**src/rtl/dm_pkg.sv**
```systemverilog
// Shared constants and types for the data-memory arbiter.
package dm_pkg;

  localparam int ADDR_W       = 12;
  localparam int DATA_W       = 64;
  localparam int DEPTH        = 512;
  localparam int LOCK_MAX_DEF = 8;

  // Requester identifier: one bit selects between the two ports.
  typedef logic port_id_t;

  localparam port_id_t PORT_CPU = 1'b0;
  localparam port_id_t PORT_DBG = 1'b1;

  // True when a word address falls inside the implemented memory.
  function automatic logic addr_in_range(input logic [ADDR_W-1:0] addr);
    return addr < ADDR_W'(DEPTH);
  endfunction

endpackage

```
**src/rtl/dm_arbiter_if.sv**
```systemverilog
// Requester and memory-side signal bundle for dm_arbiter.
// slave  : the arbiter's view.
// master : the view of whoever drives requests and models the memory.
interface dm_arbiter_if;
  import dm_pkg::*;

  logic              req0, req1;
  logic              we0, we1;
  logic              lock0, lock1;
  logic [ADDR_W-1:0] addr0, addr1;
  logic [DATA_W-1:0] wdata0, wdata1;
  logic              gnt0, gnt1;
  logic              rvalid0, rvalid1;
  logic              err0, err1;
  logic [DATA_W-1:0] rdata0, rdata1;
  logic [ADDR_W-1:0] dm_address;
  logic [DATA_W-1:0] dm_data_write;
  logic              dm_write_enable;
  logic [DATA_W-1:0] dm_data_read;

  modport slave (
    input  req0, req1, we0, we1, lock0, lock1, addr0, addr1, wdata0, wdata1,
    input  dm_data_read,
    output gnt0, gnt1, rvalid0, rvalid1, err0, err1, rdata0, rdata1,
    output dm_address, dm_data_write, dm_write_enable
  );

  modport master (
    output req0, req1, we0, we1, lock0, lock1, addr0, addr1, wdata0, wdata1,
    output dm_data_read,
    input  gnt0, gnt1, rvalid0, rvalid1, err0, err1, rdata0, rdata1,
    input  dm_address, dm_data_write, dm_write_enable
  );

endinterface

```
**src/rtl/dm_arbiter_rr_arb2.sv**
```systemverilog
// Two-way round-robin arbiter with a bounded burst lock.
// A port that was granted with its lock bit high keeps the grant while it
// keeps requesting, up to LOCK_MAX extra grants; after that the other port
// gets through if it is waiting. A lone requester is always served.
module rr_arb2
  import dm_pkg::*;
#(
  parameter int LOCK_MAX = 8
) (
  input  logic       clk,
  input  logic       reset,
  input  logic [1:0] req_i,
  input  logic [1:0] lock_i,
  output logic [1:0] gnt_o,
  output port_id_t   winner_o
);

  localparam int CNT_W = $clog2(LOCK_MAX + 1);
  localparam logic [CNT_W-1:0] LOCK_MAX_C = CNT_W'(LOCK_MAX);

  port_id_t         last_winner_q, last_winner_d;
  logic             lock_pend_q, lock_pend_d;
  logic [CNT_W-1:0] lock_cnt_q, lock_cnt_d;
  logic             hold;
  logic             any_gnt;

  // Grant selection and next arbitration state.
  always_comb begin
    gnt_o         = '0;
    winner_o      = last_winner_q;
    any_gnt       = 1'b0;
    last_winner_d = last_winner_q;
    lock_pend_d   = 1'b0;
    lock_cnt_d    = '0;
    hold          = lock_pend_q & req_i[last_winner_q] & (lock_cnt_q < LOCK_MAX_C);

    // Nothing may be granted while reset is asserted, so nothing gets staged.
    if (!reset) begin
      if (hold) begin
        winner_o = last_winner_q;
        any_gnt  = 1'b1;
      end else if (&req_i) begin
        winner_o = ~last_winner_q;
        any_gnt  = 1'b1;
      end else if (req_i[PORT_CPU]) begin
        winner_o = PORT_CPU;
        any_gnt  = 1'b1;
      end else if (req_i[PORT_DBG]) begin
        winner_o = PORT_DBG;
        any_gnt  = 1'b1;
      end
    end

    if (any_gnt) begin
      gnt_o[winner_o] = 1'b1;
      last_winner_d   = winner_o;
      lock_pend_d     = lock_i[winner_o];
      // Count only re-grants that follow a locked grant; saturate at the limit
      // so a lone locked requester keeps its count pinned.
      if (lock_pend_q && (winner_o == last_winner_q)) begin
        lock_cnt_d = (lock_cnt_q == LOCK_MAX_C) ? lock_cnt_q : lock_cnt_q + 1'b1;
      end
    end
  end

  // Arbitration state register; port 0 wins the first tie after reset.
  always_ff @(posedge clk) begin
    if (reset) begin
      last_winner_q <= PORT_DBG;
      lock_pend_q   <= 1'b0;
      lock_cnt_q    <= '0;
    end else begin
      last_winner_q <= last_winner_d;
      lock_pend_q   <= lock_pend_d;
      lock_cnt_q    <= lock_cnt_d;
    end
  end

endmodule

```
**src/rtl/dm_arbiter.sv**
```systemverilog
// Shares one single-port data memory between the CPU load/store path (port 0)
// and the debug/loader port (port 1). Accesses granted in one cycle are
// registered and presented to the memory in the next, where the response is
// returned combinationally from the memory read data.
module dm_arbiter
  import dm_pkg::*;
#(
  parameter int LOCK_MAX = LOCK_MAX_DEF
) (
  input  logic         clk,
  input  logic         reset,
  dm_arbiter_if.slave  bus
);

  logic [1:0] gnt;
  port_id_t   winner;

  logic              stage_valid_q, stage_valid_d;
  port_id_t          stage_port_q, stage_port_d;
  logic              stage_we_q, stage_we_d;
  logic [ADDR_W-1:0] stage_addr_q, stage_addr_d;
  logic [DATA_W-1:0] stage_wdata_q, stage_wdata_d;

  logic              live;
  logic              in_range;
  logic [DATA_W-1:0] rsp_data;

  rr_arb2 #(
    .LOCK_MAX (LOCK_MAX)
  ) u_rr_arb2 (
    .clk      (clk),
    .reset    (reset),
    .req_i    ({bus.req1, bus.req0}),
    .lock_i   ({bus.lock1, bus.lock0}),
    .gnt_o    (gnt),
    .winner_o (winner)
  );

  assign bus.gnt0 = gnt[PORT_CPU];
  assign bus.gnt1 = gnt[PORT_DBG];

  // Capture the granted port's request into the access stage.
  always_comb begin
    stage_valid_d = |gnt;
    stage_port_d  = stage_port_q;
    stage_we_d    = stage_we_q;
    stage_addr_d  = stage_addr_q;
    stage_wdata_d = stage_wdata_q;
    if (|gnt) begin
      stage_port_d  = winner;
      stage_we_d    = (winner == PORT_DBG) ? bus.we1    : bus.we0;
      stage_addr_d  = (winner == PORT_DBG) ? bus.addr1  : bus.addr0;
      stage_wdata_d = (winner == PORT_DBG) ? bus.wdata1 : bus.wdata0;
    end
  end

  // Access stage register.
  always_ff @(posedge clk) begin
    if (reset) begin
      stage_valid_q <= 1'b0;
      stage_port_q  <= PORT_CPU;
      stage_we_q    <= 1'b0;
      stage_addr_q  <= '0;
      stage_wdata_q <= '0;
    end else begin
      stage_valid_q <= stage_valid_d;
      stage_port_q  <= stage_port_d;
      stage_we_q    <= stage_we_d;
      stage_addr_q  <= stage_addr_d;
      stage_wdata_q <= stage_wdata_d;
    end
  end

  // Memory drive and response. Reset masks the staged access in the same
  // cycle so an access caught by reset neither writes nor responds.
  always_comb begin
    live     = stage_valid_q & ~reset;
    in_range = addr_in_range(stage_addr_q);
    rsp_data = (live && !stage_we_q && in_range) ? bus.dm_data_read : '0;

    bus.dm_address      = stage_addr_q;
    bus.dm_data_write   = stage_wdata_q;
    bus.dm_write_enable = live & stage_we_q & in_range;

    bus.rvalid0 = live & (stage_port_q == PORT_CPU);
    bus.rvalid1 = live & (stage_port_q == PORT_DBG);
    bus.err0    = bus.rvalid0 & ~in_range;
    bus.err1    = bus.rvalid1 & ~in_range;
    bus.rdata0  = bus.rvalid0 ? rsp_data : '0;
    bus.rdata1  = bus.rvalid1 ? rsp_data : '0;
  end

endmodule

```
**src/flat_wrapper.sv**
```systemverilog
// flat-port wrapper written by rule: the top's interface ports become plain ports
module dm_arbiter_flat import dm_pkg::*;
#(
  parameter int LOCK_MAX = LOCK_MAX_DEF
)
  (clk, reset, bus_req0, bus_req1, bus_we0, bus_we1, bus_lock0, bus_lock1, bus_addr0, bus_addr1, bus_wdata0, bus_wdata1, bus_dm_data_read, bus_gnt0, bus_gnt1, bus_rvalid0, bus_rvalid1, bus_err0, bus_err1, bus_rdata0, bus_rdata1, bus_dm_address, bus_dm_data_write, bus_dm_write_enable);
  dm_arbiter_if bus_i ();
  input  logic clk;
  input  logic reset;
  input wire logic [$bits(bus_i.req0)-1:0] bus_req0;
  input wire logic [$bits(bus_i.req1)-1:0] bus_req1;
  input wire logic [$bits(bus_i.we0)-1:0] bus_we0;
  input wire logic [$bits(bus_i.we1)-1:0] bus_we1;
  input wire logic [$bits(bus_i.lock0)-1:0] bus_lock0;
  input wire logic [$bits(bus_i.lock1)-1:0] bus_lock1;
  input wire logic [$bits(bus_i.addr0)-1:0] bus_addr0;
  input wire logic [$bits(bus_i.addr1)-1:0] bus_addr1;
  input wire logic [$bits(bus_i.wdata0)-1:0] bus_wdata0;
  input wire logic [$bits(bus_i.wdata1)-1:0] bus_wdata1;
  input wire logic [$bits(bus_i.dm_data_read)-1:0] bus_dm_data_read;
  output wire logic [$bits(bus_i.gnt0)-1:0] bus_gnt0;
  output wire logic [$bits(bus_i.gnt1)-1:0] bus_gnt1;
  output wire logic [$bits(bus_i.rvalid0)-1:0] bus_rvalid0;
  output wire logic [$bits(bus_i.rvalid1)-1:0] bus_rvalid1;
  output wire logic [$bits(bus_i.err0)-1:0] bus_err0;
  output wire logic [$bits(bus_i.err1)-1:0] bus_err1;
  output wire logic [$bits(bus_i.rdata0)-1:0] bus_rdata0;
  output wire logic [$bits(bus_i.rdata1)-1:0] bus_rdata1;
  output wire logic [$bits(bus_i.dm_address)-1:0] bus_dm_address;
  output wire logic [$bits(bus_i.dm_data_write)-1:0] bus_dm_data_write;
  output wire logic [$bits(bus_i.dm_write_enable)-1:0] bus_dm_write_enable;
  assign bus_i.req0 = bus_req0;
  assign bus_i.req1 = bus_req1;
  assign bus_i.we0 = bus_we0;
  assign bus_i.we1 = bus_we1;
  assign bus_i.lock0 = bus_lock0;
  assign bus_i.lock1 = bus_lock1;
  assign bus_i.addr0 = bus_addr0;
  assign bus_i.addr1 = bus_addr1;
  assign bus_i.wdata0 = bus_wdata0;
  assign bus_i.wdata1 = bus_wdata1;
  assign bus_i.dm_data_read = bus_dm_data_read;
  assign bus_gnt0 = bus_i.gnt0;
  assign bus_gnt1 = bus_i.gnt1;
  assign bus_rvalid0 = bus_i.rvalid0;
  assign bus_rvalid1 = bus_i.rvalid1;
  assign bus_err0 = bus_i.err0;
  assign bus_err1 = bus_i.err1;
  assign bus_rdata0 = bus_i.rdata0;
  assign bus_rdata1 = bus_i.rdata1;
  assign bus_dm_address = bus_i.dm_address;
  assign bus_dm_data_write = bus_i.dm_data_write;
  assign bus_dm_write_enable = bus_i.dm_write_enable;
  dm_arbiter #(.LOCK_MAX(LOCK_MAX)) u_core (.clk(clk), .reset(reset), .bus(bus_i));
endmodule
```
**config.mk**
```make
export PLATFORM = sky130hd
export DESIGN_NAME = dm_arbiter_flat
export DESIGN_NICKNAME = d
export VERILOG_FILES = /design/src/rtl/dm_pkg.sv /design/src/rtl/dm_arbiter_if.sv /design/src/rtl/dm_arbiter_rr_arb2.sv /design/src/rtl/dm_arbiter.sv /design/src/flat_wrapper.sv
export SDC_FILE = /design/constraint.sdc
export NUM_CORES = 1
export LEC_CHECK = 0
export CAP_MARGIN = 5
export CORE_AREA = 5 5 168 170
export CTS_CLUSTER_DIAMETER = 30
export DETAILED_ROUTE_END_ITERATION = 10
export DIE_AREA = 0 0 173 175
export PLACE_DENSITY_LB_ADDON = 0.12
export SLEW_MARGIN = 20
export SYNTH_ARGS = -nofsm -noshare
export SYNTH_HDL_FRONTEND = slang
export SYNTH_SLANG_ARGS = --single-unit
```
**constraint.sdc**
```tcl
create_clock -name clk -period 1.8 [get_ports clk]
set_input_delay 0.27 -clock clk [delete_from_list [all_inputs] [get_ports clk]]
set_output_delay 0.27 -clock clk [all_outputs]
set_load 0.02 [all_outputs]
```
==> Word level (Yosys, flattened, before mapping) <==
Cells that the tools add are included.
{ "word_totals": {"reg_bits": 85, "in_bits": 224, "wordCells": 63} }
{ "classes": {"n_addsub": 1, "n_lt_le_gt_ge": 5, "eq_ne": 2, "n_mux": 23, "bitwise_logic": 15, "n_reduce_logical": 9} }
{ "op_table": {"columns": ["operator", "count"], "rows": [
  ["$mux 64", 4],
  ["$mux 1", 16],
  ["$lt 12x10->1 const B", 1],
  ["$mux 12", 1],
  ["$and 1x1->1", 9],
  ["$not 1->1", 6],
  ["$add 4x1->4 const B", 1],
  ["$eq 4x4->1 const B", 1],
  ["$logic_and 1x1->1", 4],
  ["$lt 1x2->1 const B", 2],
  ["$lt 4x4->1 const B", 1],
  ["$reduce_or 2->1", 2],
  ["$reduce_or 3->1", 1],
  ["$mux 2", 1],
  ["$reduce_and 2->1", 1],
  ["$demux 1 s1", 1],
  ["$eq 1x1->1", 1],
  ["$ge 1x1->1 const B", 1],
  ["$logic_not 1->1", 1]
]} }

==> Logic depth before layout (Yosys ltp) <==
Gate-level depths: netlist of the first run.
{ "logic_depth": {"depth_word": 12, "depth_mapped": 7, "mapped_depth_nobuf": 5} }

==> Cells and area by module <==
From an unflattened synthesis of the first run, not the netlist that was laid out.
{ "unflattened": {"cells_unflattened": 475, "area_unflattened_um2": 4675.7} }
{ "modules_own_cells": {"columns": ["mod", "instances", "cells_each", "area_each_um2", "seq_area_each_um2"], "rows": [
  ["dm_arbiter", 1, 427, 4304.1, 1581.5],
  ["rr_arb2", 1, 48, 371.6, 120.1]
]} }

==> Worst setup path after synthesis of the first run <==
OpenSTA, ideal clock, no wires.
{ "synth_timing": {"path_kind": "in2out", "from": "input reset", "to": "output bus_rdata0[10]", "arrival_time_ns": 1.592, "t_required_ns": 1.530, "slack_ns": -0.062, "cell_stages": 5, "path_buffers": 2, "cell_sequence": "buf_2 nor3b_2 nand2_1 buf_2 nor2_1"} }
{ "synth_between": {"elab_cells_between_ends": 7, "cone_classes": "mux (2); bitwise (3); reduce/logical (2)"} }
{ "synth_lines": {"columns": ["element", "line", "rtl"], "rows": [
  ["start, declared", "flat_wrapper.sv:9", "input logic reset;"],
  ["$not 1->1", "dm_arbiter.sv:77", "live = stage_valid_q & ~reset;"],
  ["$and 1x1->1", "dm_arbiter.sv:77", null],
  ["$and 1x1->1", "dm_arbiter.sv:85", "bus.rvalid0 = live & (stage_port_q == PORT_CPU);"],
  ["named net bus_rvalid0", "flat_wrapper.sv:23", "output wire logic [$bits(bus_i.rvalid0)-1:0] bus_rvalid0;"],
  ["$mux 64", "dm_arbiter.sv:89", "bus.rdata0 = bus.rvalid0 ? rsp_data : '0;"],
  ["end, declared", "flat_wrapper.sv:27", "output wire logic [$bits(bus_i.rdata0)-1:0] bus_rdata0;"]
]} }
The timed path passes the listed nets, and every way through them passes these cells.

==> Worst setup path in the final report of the first run <==
{ "layout_timing": {"from": "register u_core.stage_addr_q[9], in the netlist u_core.bus.dm_address[9]", "to": "output bus_rdata0[23]"} }
{ "layout_between": {"elab_chain_len": 4} }
{ "layout_rtl": {"columns": ["element", "line", "rtl"], "rows": [
  ["start, declared", "dm_arbiter.sv:21", "logic [ADDR_W-1:0] stage_addr_q, stage_addr_d;"],
  ["start signal, assigned", "dm_arbiter.sv:69", "stage_addr_q <= stage_addr_d;"],
  ["$lt 12x10->1", "dm_pkg.sv:17", "return addr < ADDR_W'(DEPTH);"],
  ["$logic_and 1x1->1", "dm_arbiter.sv:79", "rsp_data = (live && !stage_we_q && in_range) ? bus.dm_data_read : '0;"],
  ["$mux 64", "dm_arbiter.sv:79", null],
  ["$mux 64", "dm_arbiter.sv:89", null]
]} }
Every way passes these cells.

==> impl_metrics.yaml, run 1 <==
synth:
  yosys_warnings: 0
  synth_sequential_area_ratio_pct: 25.26
  post_synth_main_area_contributors: "dfxtp_1 25%, o211ai_1 16%, mux2_2 13%"
  yosys.area.top_type_share_pct: 25.26
  postSynthAreaPerCell_um2: 7.576
  edff_count_synth: 0
  ys_async_sr_fraction_pct: 0
  top_flip_flop_cell_by_instance_count_after_synthesis: "dfxtp_1"
  postSynthCellCount: 889
  post-synth-top-area-cell: "dfxtp_1"
  synth.cell_area_um2: 6735
  synth.lib_cells_used.distinct: 31
  ys_ff_latch: 85
  syn-num-nets: 1115
critical_path:
  reg2reg_to: "u_core.bus.dm_address[10]$_SDFFE_PP0P_"
  r2r-start: "u_core.u_rr_arb2.lock_pend_q$_SDFF_PP0_"
  path_cells: "nor3_2, buf_6, nand2_4, clkbuf_16, nor2_1, buf_4"
  critical_path.max_fanout: 7
  worst_path_max_delay_cell: "dfxtp_2"
  r2r_slack_ns: 0.11
  path_class: "flip-flop to primary output"
  critical_path_data_arrival_time_ns: 1.68
  worst_path_largest_cell_delay_ns: 0.33
  setup.worst_path.end_class: "primary output"
  cp.required_ns: 1.53
  timing.critical_path.from_type: "flip-flop"
  reg2reg_path_depth: 5
finish:
  finish.net_count: 1519
  post_route_cells_drive_above_1_share_pct: 29.53
  area_growth_pct: 85.75
  fillers: 2611
grt:
  grt_overflow_total: 0
  grt_use_total_pct: 21.18
  grt_pass1_vias: 7945
  grt_max_degree: 78
  grt_first_pass_wirelength_um: 50560
  grt_antenna_before_repair: 4
hold_path:
  origin_of_the_worst_min_delay_path: "bus_req0"
  worst_hold_path.endpoint: "u_core.u_rr_arb2.lock_pend_q$_SDFF_PP0_"
  worst_hold_path_type: "input port to flip-flop"
  whs_path_depth: 3
die:
  placement_rows: 60
  initial_utilization_pct: 25.34
  die_area_um2: 30280
  coreArea_um2: 26580
  io_pins: 435
  die_w_um: 173
  dieHeight_um: 175
pwr:
  leakagePower_nw: 5.086
  pwr_density_cell_nw_per_um2: 587.8
  ir_worst_vdd_mv: 0.4585
  total_power_w: 0.007354
clock_network:
  cts_tree: "built"
  cts.sinks: 85
  clock_tree_root: "clkbuf_16"
  clkSlewWorstSetupHoldPaths_ns: 0.07
  h-tree-depth: 3
  clock_insertion_delay_worst_skew_ns: 0.36
  numCtsBuffers: 9
  clock_path_buffers: 2
sta:
  final.setup.worst_slack_ns: -0.1454
  finalSetupViolCount: 129
  share_of_the_cycle_needed_by_the_critical_path_after_routing_pct: 108.1
  report.final.hold_viol_count: 0
  worst_pin_slew_ns: 0.5984
  rsz_0062_raised_after_global_routing: "true"
  fin_setup_tns_ns: -10.61
  maxSlewHeadroom_pct: 60.11
  finalWorstPathRequiredPeriod_ns: 1.945
  slew_violations: 0
  fmax_ghz: 0.5140
  finalClockSkew_ns: 0.01596
drt:
  first_pass_iters: 4
  post-route-drc-count: 0
  postRouteAntennaNets: 0
  detail_route.wirelength_um: 35130
  detail_route.iter0.violations: 315
  vias_per_cell: 4.914
  vias: 8069
  routed_wire_length_per_instance_um: 21.40
outcome:
  violations: "setup timing"
  run_status: "complete, but fails checks"
placement:
  numPortBuffers: 434
  globalplace.congestion: 0.8675
  estimated_wirelength_of_the_detail_placed_design_um: 24060
job:
  max_cap_viol_count: 0
==> where the power goes <==
group,leakage [nW],internal (W),switching (W)
combinational,4.22,0.00149,0.00144
clock,0.163,0.00136,0.000881
sequential,0.707,0.00208,0.000104
total,5.09,0.00493,0.00243
==> final cells by class <==
class,instances,area (µm²),area share [%]
repair buffers,490,5060,40.44
multi-input cells,701,4949,39.55
flip-flops and latches,85,1707,13.64
well taps,341,426.7,3.410
clock buffers,10,229.0,1.830
clock inverters,5,107.6,0.8601
inverters,6,22.52,0.1800
diodes,4,10.01,0.08001
==> what timing repair did <==
action | CTS | global route
setup buffers | 1 | 3
hold buffers | 0 | 0
gates cloned | 5 | 7
pin swaps | 3 | 24
endpoints found under the setup margin | 135 | 150
resized for setup | 698 | 142
==> metrics by stage <==
step / util, % / setup WS (ns) / instances / hold slack (ns) / cell area [µm²]
after CTS: 44.60 / -0.1422 / 1628 / 0.2482 / 11850
after global placement: 43.41 / -0.1805 / 1607 / 0.4838 / 11540
final: 47.08 / -0.1454 / 1642 / 0.2568 / 12510
after detailed placement: 43.41 / -0.2159 / 1607 / 0.4972 / 11540
after global routing: 47.08 / -0.2052 / 1642 / 0.2556 / 12510
after floorplan: - / 0.03134 / 889 / 0.4095 / 6741
==> worst max path at each step <==
stage,startpoint,endpoint,slack [ns],depth (start not counted)
final,u_core.bus.dm_address[9]$_SDFFE_PP0P_,bus_rdata0[23],-0.15,6
after global routing,u_core.bus.dm_address[9]$_SDFFE_PP0P_,bus_rdata0[23],-0.21,6
after CTS,u_core.stage_port_q$_SDFFE_PP0P_,bus_rdata0[0],-0.14,5
after detailed placement,u_core.bus.dm_address[9]$_SDFFE_PP0P_,bus_rdata0[9],-0.22,6
after global placement,u_core.bus.dm_address[9]$_SDFFE_PP0P_,bus_rdata0[33],-0.18,6
after floorplan,reset,bus_rdata1[10],0.03,5
==> layer usage <==
layer	wire length, µm	track usage [%]
met1	14180	24.58
met4	1464	8.979
met5	0	0
met2	17510	37.15
met3	1978	5.322
==> cell usage after synthesis, drive strengths merged (4+ instances only) <==
cell type and count:
nand2b 68, clkbuf 52, o211ai 154, buf 46, nor2 135, mux2 78, nand2 161, dfxtp 85
inv 6, and3b 78, nor2b 4
==> cells in the final DEF (no fill, tap or decap), drive strengths merged <==
| master | synthesis | final |
|---|---|---|
| a21oi | 2 | 2 |
| a221o | 1 | 1 |
| and3b | 78 | 78 |
| and4 | 1 | 1 |
| buf | 46 | 185 |
| bufbuf | 0 | 1 |
| bufinv | 0 | 3 |
| clkbuf | 52 | 17 |
| clkdlybuf4s50 | 0 | 296 |
| clkinv | 0 | 1 |
| dfxtp | 85 | 85 |
| diode | 0 | 4 |
| dlygate4sd2 | 0 | 1 |
| ha | 2 | 2 |
| inv | 6 | 7 |
| mux2 | 78 | 78 |
| mux2i | 2 | 2 |
| nand2 | 161 | 162 |
| nand2b | 68 | 68 |
| nand3 | 2 | 2 |
| nand3b | 2 | 2 |
| nand4b | 1 | 1 |
| nor2 | 135 | 135 |
| nor2b | 4 | 4 |
| nor3 | 1 | 1 |
| nor3b | 1 | 1 |
| o2111ai | 1 | 1 |
| o211ai | 154 | 154 |
| o21ai | 2 | 2 |
| o22ai | 1 | 1 |
| xnor2 | 1 | 1 |
| xor2 | 2 | 2 |
==> kinds of logic after synthesis <==
family / count (synthesis) / share of synthesized area [%]
simple gates: 454 / 34.33
flops: 85 / 25.26
buf+inv: 104 / 7.450
compound gates: 161 / 18.58
mux: 80 / 13.34
xor+xnor: 3 / 0.6689
fa+ha+maj: 2 / 0.3715
==> worst max-delay path, delay by kind of cell, from the launching register on <==
kind | cells | cell delay (ns)
and+or+nand+nor | 3 | 0.45
DFF | 1 | 0.33
buffers and inverters | 3 | 0.55
==> registers in the layout, summed over array words and instances, names as in the netlist <==
signal and flops:
u_core.bus.dm_address 12, u_core.u_rr_arb2.lock_cnt_q 4, u_core.stage_we_q 1, u_core.stage_valid_q 1, u_core.bus.dm_data_write 64, u_core.u_rr_arb2.lock_pend_q 1, u_core.stage_port_q 1, u_core.u_rr_arb2.last_winner_q 1
No activity file was read; power rests on OpenSTA's default activity.
==> inputs of run 2 (changes only) <==
Settings changed: CORE_AREA 5 5 168 170 to default, CORE_ASPECT_RATIO from default to 0.7, CORE_MARGIN from default to 1, CORE_UTILIZATION from default to 25, DIE_AREA 0 0 173 175 to default.
==> impl_metrics.yaml, run 2 (same netlist as run 1, synthesis figures left out) <==
outcome:
  run_status: "complete, but fails checks"
  violations: "setup timing"
finish:
  final_util_pct: 48.85
  finish.net_count: 1528
  fillers: 2493
  largest_reg_flops: 64
  mostFrequentLayoutCells: "295 x clkdlybuf4s50_1, 159 x nand2_1, 144 x o211ai_1, 94 x buf_4"
  area_growth_pct: 88.97
  layout_commonest_cell: "clkdlybuf4s50_1"
  post_route_cells_drive_above_1_share_pct: 30.91
critical_path:
  path_class: "flip-flop to primary output"
  cp.required_ns: 1.53
  critical_path.max_fanout: 8
  timing.critical_path.from_type: "flip-flop"
  critical_path_data_arrival_time_ns: 1.75
  setup.worst_path.end_class: "primary output"
drt:
  routed_wire_length_per_instance_um: 20.29
  post-route-drc-count: 0
  first_pass_iters: 5
  postRouteAntennaNets: 0
  detail_route.iter0.violations: 277
  vias: 8101
  vias_per_cell: 4.865
  detail_route.wirelength_um: 33780
pwr:
  pwr_density_cell_nw_per_um2: 552.1
  leakagePower_nw: 5.126
  ir_worst_vdd_mv: 0.4466
sta:
  slew_violations: 0
  rsz_0062_raised_after_global_routing: "true"
  finalWorstPathRequiredPeriod_ns: 2.022
  finalSetupViolCount: 130
  maxSlewHeadroom_pct: 41.78
  fmax_ghz: 0.4945
  share_of_the_cycle_needed_by_the_critical_path_after_routing_pct: 112.4
  finalClockSkew_ns: 0.007592
  worst_pin_slew_ns: 0.8733
  final.setup.worst_slack_ns: -0.2224
  worst_hold_slack_ns: 0.3072
  report.final.hold_viol_count: 0
die:
  die_area_um2: 27610
  io_pins: 435
  coreArea_um2: 26060
  initial_utilization_pct: 25.85
  placement_rows: 49
  die_w_um: 198.2
  dieHeight_um: 139.3
grt:
  grt_overflow_total: 0
  grt_max_degree: 82
  grt_pass1_vias: 7927
  grt_use_total_pct: 23.14
  grt_antenna_before_repair: 2
  grt_first_pass_wirelength_um: 49240
clock_network:
  clkSlewWorstSetupHoldPaths_ns: 0.06
  numCtsBuffers: 9
  cts_tree: "built"
  clock_tree_root: "clkbuf_16"
  h-tree-depth: 3
  clock_path_buffers: 2
  cts.sinks: 85
  clock_insertion_delay_worst_skew_ns: 0.36
placement:
  globalplace.congestion: 0.7989
  estimated_wirelength_of_the_detail_placed_design_um: 21960
  numPortBuffers: 434
job:
  max_cap_viol_count: 0
hold_path:
  worst_hold_path_type: "input port to flip-flop"
==> run 2: worst paths after layout <==
kind	start	to	slack (ns)	cells past startpoint
min reg2reg	u_core.u_rr_arb2.lock_cnt_q[2]$_SDFFE_PP0N_	u_core.u_rr_arb2.lock_cnt_q[2]$_SDFFE_PP0N_	0.50	2
max reg2reg	u_core.u_rr_arb2.lock_cnt_q[3]$_SDFFE_PP0N_	u_core.bus.dm_address[9]$_SDFFE_PP0P_	0.14	5
min	bus_req0	u_core.u_rr_arb2.lock_pend_q$_SDFF_PP0_	0.31	3
max	u_core.bus.dm_address[9]$_SDFFE_PP0P_	bus_rdata0[62]	-0.22	7
==> run 2: per-layer routing <==
layer / routed length (µm) / vias up / track usage [%]
met5: 27 / - / 0
met4: 390 / 4 / 4.366
met3: 2723 / 28 / 7.950
met2: 15740 / 254 / 36.42
met1: 14890 / 3879 / 30.55
li1: - / 3936 / -
==> run 2: per-stage QoR <==
stage                     total power, W  setup WS [ns]  area [µm²]  cells  TNS [ns]
after floorplan                 0.003519        0.03134        6741    889         0
after global placement          0.004910        -0.2460       11560   1621    -25.06
after detailed placement        0.004912        -0.3220       11560   1621    -37.49
after CTS                       0.006969        -0.2492       12050   1658    -21.22
after global routing            0.007372        -0.3041       12720   1664    -29.49
final                           0.007027        -0.2224       12730   1665    -19.07
==> run 2: layout make-up <==
| class | count | area (µm²) | share of cell area (%) |
|---|---|---|---|
| Inverter | 6 | 22.52 | 0.1770 |
| Clock inverter | 4 | 22.52 | 0.1770 |
| Timing Repair Buffer | 499 | 5170 | 40.62 |
| Sequential cell | 85 | 1710 | 13.44 |
| Antenna cell | 1 | 2.502 | 0.01966 |
| Clock buffer | 12 | 256.5 | 2.015 |
| Tap cell | 357 | 446.7 | 3.510 |
| Multi-Input combinational cell | 701 | 5096 | 40.04 |
==> run 2: power breakdown <==
part	switching (W)	internal (W)
Sequential	0.000111	0.00208
Clock	0.000851	0.00101
Combinational	0.00146	0.00152
Total	0.00243	0.00460
==> run 2: worst max-delay path: stages (launching register included) <==
cell	delay, ns
dfxtp_2	0.33
nor3_4	0.21
buf_6	0.17
nand2_8	0.12
buf_12	0.15
buf_16	0.15
nor2_1	0.10
buf_4	0.15
==> run 2: what timing repair did <==
item	CTS	global route
hold buffers	0	0
setup endpoints to repair	133	134
cloned	7	3
setup buffers	14	3
pin swaps	11	25
gates resized for setup	711	172
==> inputs of run 3 (changes only) <==
Settings changed: CTS_CLUSTER_DIAMETER 30 to 60.
==> results of run 3 <==
The final DEF is identical to that of run 2; final timing and power are the same.
